## src/rtl/uart_word_assembler.sv

```systemverilog
// Receive-side word packer: assembles UART bytes LSB-first into words, tags frame
// boundaries, buffers words in a show-ahead FIFO and drops stalled partial frames.
module uart_word_assembler #(
   parameter int REGISTER_SIZE  = 32,
   parameter int BITS_IN_NUM    = 4096,
   parameter int FIFO_DEPTH     = 4,
   parameter int TIMEOUT_CYCLES = 1_000_000
) (
   input  logic                     clk_in,
   input  logic                     rst_in,
   input  logic                     valid_in,
   input  logic [7:0]               byte_in,
   input  logic                     consumed_in,
   output logic [REGISTER_SIZE-1:0] data_out,
   output logic                     valid_out,
   output logic                     last_out,
   output logic [15:0]              numbers_done_out,
   output logic                     overflow_out,
   output logic                     timeout_out
);
   localparam int BPW       = REGISTER_SIZE / 8;
   localparam int NUM_WORDS = BITS_IN_NUM / REGISTER_SIZE;
   localparam int BW        = (BPW > 1) ? $clog2(BPW) : 1;
   localparam int WW        = (NUM_WORDS > 1) ? $clog2(NUM_WORDS) : 1;
   localparam int PW        = $clog2(FIFO_DEPTH);
   localparam int TW        = (TIMEOUT_CYCLES > 1) ? $clog2(TIMEOUT_CYCLES) : 1;

   typedef enum logic {IDLE, COLLECT} state_t;

   state_t                   state, state_nxt;
   logic [BW-1:0]            byte_idx;
   logic [WW-1:0]            word_idx;
   logic [REGISTER_SIZE-1:0] word_buf, assembled;
   logic [TW-1:0]            idle_cnt;

   logic [REGISTER_SIZE:0]   mem [FIFO_DEPTH];
   logic [PW-1:0]            wr_ptr, rd_ptr;
   logic [PW:0]              count;

   logic byte_last, word_last, word_done, frame_done, timeout;
   logic empty, full, pop, push;

   assign byte_last  = (byte_idx == BW'(BPW - 1));
   assign word_last  = (word_idx == WW'(NUM_WORDS - 1));
   assign word_done  = valid_in && byte_last;
   assign frame_done = word_done && word_last;
   // A byte arriving on the expiry cycle wins over the timeout.
   assign timeout    = (state == COLLECT) && !valid_in && (idle_cnt == TW'(TIMEOUT_CYCLES - 1));

   assign empty = (count == '0);
   assign full  = (count == (PW+1)'(FIFO_DEPTH));
   assign pop   = consumed_in && !empty;
   assign push  = word_done && (!full || pop);

   always_comb begin
      assembled = word_buf;
      assembled[{byte_idx, 3'b000} +: 8] = byte_in;
   end

   always_comb begin
      state_nxt = state;
      case (state)
         IDLE:    if (valid_in && !frame_done) state_nxt = COLLECT;
         COLLECT: if (frame_done || timeout)   state_nxt = IDLE;
         default: state_nxt = IDLE;
      endcase
   end

   always_ff @(posedge clk_in) begin
      if (rst_in) begin
         state            <= IDLE;
         byte_idx         <= '0;
         word_idx         <= '0;
         word_buf         <= '0;
         idle_cnt         <= '0;
         numbers_done_out <= '0;
         timeout_out      <= 1'b0;
      end else begin
         state <= state_nxt;
         if (timeout) begin
            byte_idx    <= '0;
            word_idx    <= '0;
            word_buf    <= '0;
            timeout_out <= 1'b1;
         end else if (valid_in) begin
            word_buf <= assembled;
            byte_idx <= byte_last ? '0 : byte_idx + BW'(1);
            if (word_done) word_idx <= word_last ? '0 : word_idx + WW'(1);
            if (frame_done) numbers_done_out <= numbers_done_out + 16'd1;
         end
         idle_cnt <= (valid_in || timeout || state != COLLECT) ? '0 : idle_cnt + TW'(1);
      end
   end

   // Word/byte indices advance even when a word is dropped, so framing survives overflow.
   always_ff @(posedge clk_in) begin
      if (rst_in) begin
         wr_ptr       <= '0;
         rd_ptr       <= '0;
         count        <= '0;
         overflow_out <= 1'b0;
      end else begin
         if (push) wr_ptr <= wr_ptr + PW'(1);
         if (pop)  rd_ptr <= rd_ptr + PW'(1);
         if (push && !pop)      count <= count + (PW+1)'(1);
         else if (pop && !push) count <= count - (PW+1)'(1);
         if (word_done && full && !pop) overflow_out <= 1'b1;
      end
   end

   always_ff @(posedge clk_in) begin
      if (push) mem[wr_ptr] <= {word_last, assembled};
   end

   assign valid_out = !empty;
   assign data_out  = valid_out ? mem[rd_ptr][REGISTER_SIZE-1:0] : '0;
   assign last_out  = valid_out && mem[rd_ptr][REGISTER_SIZE];
endmodule

```

## config.mk

```make
export PLATFORM = sky130hd
export DESIGN_NAME = uart_word_assembler
export DESIGN_NICKNAME = d
export VERILOG_FILES = /design/src/rtl/uart_word_assembler.sv
export SDC_FILE = /design/constraint.sdc
export NUM_CORES = 1
export LEC_CHECK = 0
export ABC_AREA = 1
export CAP_MARGIN = 15
export CORE_MARGIN = 4
export CORE_UTILIZATION = 40
export DETAILED_ROUTE_END_ITERATION = 16
export MAX_ROUTING_LAYER = met4
export PLACE_DENSITY = 0.67
export RECOVER_POWER = 100
export SYNTH_ARGS = -nofsm -noshare
export SYNTH_HDL_FRONTEND = slang
export SYNTH_SLANG_ARGS = --single-unit
```

## constraint.sdc

```tcl
create_clock -name clk_in -period 3.65 [get_ports clk_in]
set_input_delay 0.73 -clock clk_in [delete_from_list [all_inputs] [get_ports clk_in]]
set_output_delay 0.73 -clock clk_in [all_outputs]
set_load 0.1 [all_outputs]
```

==> metrics.txt <==
most common cell in the synthesized netlist nor2_1; PostCTS Resize Cnt 0; RSZ-0062 raised after global routing no; fin nets 1120; clock network fraction of total power 30.7%; grt ovf 0; I/O Buffers 63; CP max FO 66; power per cell area 743 mW/mm2; synth unique cells 40; Non-Filler Instances 1431; Die Wd 163 um; DIE HEIGHT 163 um; First-pass DRT Iterations 5; hold depth 1; clk_lat worst skew 520 ps; clock transition at the registers of the reported paths 60 ps; P_sw 3.55 mW; synth cell count leaders nor2_1 (263), edfxtp_1 (132), nand2_1 (93); Max Clock Skew 22.5 ps; routed vias 7037; Tmin final 3250 ps; Num Clock Sinks 221; Worst Setup End Kind output pin; # DRC 0; maxcap violations 1; top cells by area, synth edfxtp_1 (41%), dfxtp_1 (18%), nor2_1 (10%); final setup fails 0; Final Wtd Congestion 0.888; sequential power share 32.1%; initial antenna violation count 0; Cell Area, Synth 0.00964 mm2; worst r2r path cells 6; worst path arrival time 2520 ps; Area growth syn-to-layout 17.3%; status complete, but fails checks; Synth Instances 1036; FMAX 307 MHz; maximum number of pins on one net before global-route repair 67; worst hold slack 453 ps; net count after synthesis 1062; Slew Limit Fails 0; post-route ant nets 0; Num CTS Buffers 24; global-route wire length before repair 33800 um; gr usage total 16.0%; Initial Util 40.8%; HPWL Detailed 12700 um; Post-CTS Setup Bufs 0; row cnt 56; top-area cell type share of the netlist area 41.1%; crit start category flop; number of synthesized register bits 221; Leakage 4.00 nW; Worst Tran Pin Value 1470 ps; Async S/R FF share, synth 0%; critical setup path kind flop to output pin; vias in the first global route 6703; CTS tree done; # IOs 64; die area 0.0267 mm2; combinational share of power 37.3%; leading area contributor after synthesis edfxtp_1; hold buffers post-CTS 0; clock root buffer clkbuf_16; EDFF count, synth 132; diode count 0; register area share after synthesis 59.6%; Yosys Warn Count 0; worst vdd ir 0.000450 V; Routed WL 20700 um; vias per cell 4.92; Tcrit/Tclk final 89.1%; Max Root-Sink Buffers 3; setup total negative slack 0 ps; Initial DRC Count 458; Core Area 0.0236 mm2; hold crit path type flop to flop; Routed WL per cell 14.5 um; H-tree Lvls 1; switching share of power 42.3%; Pint 4.85 mW; Worst Path Required 2920 ps; violated checks capacitance limit; Final Hold Fails 0; Synth Flop Type edfxtp_1; share of layout cells above drive strength 1 9.26%; slew margin rel. 1.59%; Cells after DPL 1387; syn avg cell area 9.31 um2
[cell usage in the layout (no fill, tap or decap), types with 9 or more instances in the layout]
master / Yosys / routed
a21oi_1: 81 / 81
buf_12: 0 / 9
clkbuf_1: 17 / 9
clkbuf_16: 0 / 24
clkbuf_2: 0 / 28
clkdlybuf4s50_1: 0 / 9
dfxtp_1: 89 / 88
dlygate4sd3_1: 0 / 20
edfxtp_1: 132 / 132
ha_1: 13 / 13
inv_1: 88 / 91
nand2_1: 93 / 96
nand3_1: 40 / 41
nand4_1: 10 / 11
nor2_1: 263 / 264
o21ai_0: 83 / 91
o22ai_1: 24 / 24
xor2_1: 10 / 10
[logic make-up after synthesis]
family | after synthesis | synth area share (%)
AO/OA/AOI/OAI | 199 | 10.8
XOR/XNOR | 14 | 1.27
adder cells (fa/ha/maj) | 14 | 1.89
buffers and inverters | 141 | 6.20
flip-flops | 221 | 59.6
multiplexers | 8 | 0.831
AND/OR/NAND/NOR | 439 | 19.4
[registers in the layout (all words and copies together), names as in the netlist, named ones only]
register / flops
mem: 132
idle_cnt: 20
word_idx: 7
timeout_out: 1
byte_idx: 2
state: 1
overflow_out: 1
rd_ptr: 2
numbers_done_out: 16
count: 3
wr_ptr: 2
word_buf: 32
[worst paths after layout]
check                                  from            to  slack, ps
worst max-delay path                   flop  data_out[13]        400
worst min-delay path            idle_cnt[0]   idle_cnt[0]        450
worst max register to register  byte_idx[1]    mem[3][30]        590
worst min register to register  idle_cnt[0]   idle_cnt[0]        450
[power groups by stage]
stage / combinational [mW] / clock, mW / sequential [mW]
after floorplan: 2.47 / 0 / 2.74
after global placement: 3.82 / 0 / 2.75
after detailed placement: 3.83 / 0 / 2.75
after CTS: 3.83 / 2.63 / 2.70
after global routing: 3.30 / 2.73 / 2.70
final: 3.13 / 2.57 / 2.70
[metal layers]
layer | track usage, % | vias up | routed length, um
li1 | - | 3572 | -
met4 | 4.04 | 0 | 406
met3 | 2.57 | 32 | 980
met2 | 26.9 | 142 | 10000
met5 | - | - | 0
met1 | 20.3 | 3291 | 9330
[metrics by stage]
step	setup WS [ps]	power (mW)	utilization (%)	cell area (um2)
4_1_cts	487	9.16	49.9	11800
5_1_grt	215	8.72	47.9	11300
2_1_floorplan	-318	5.22	-	9640
6_report	397	8.40	47.9	11300
3_5_place_dp	364	6.57	46.2	10900
3_3_place_gp	397	6.56	46.2	10900
[worst max-delay path: stages, from the launching register on]
cell and delay (ps):
dfxtp_2 340, clkbuf_4 640, nor2_1 110, nor2_1 110, o21ai_0 100, a21oi_1 210, clkbuf_2 490
[layout make-up]
type | instances | area (um2)
fill | 2189 | 12300
clock buffer | 32 | 661
clock inverter | 12 | 201
multi-input combinational | 674 | 3260
tap | 319 | 399
inverter | 96 | 362
timing repair buffer | 77 | 678
sequential | 221 | 5750
Note: power is estimated with default switching activity, not from simulation.
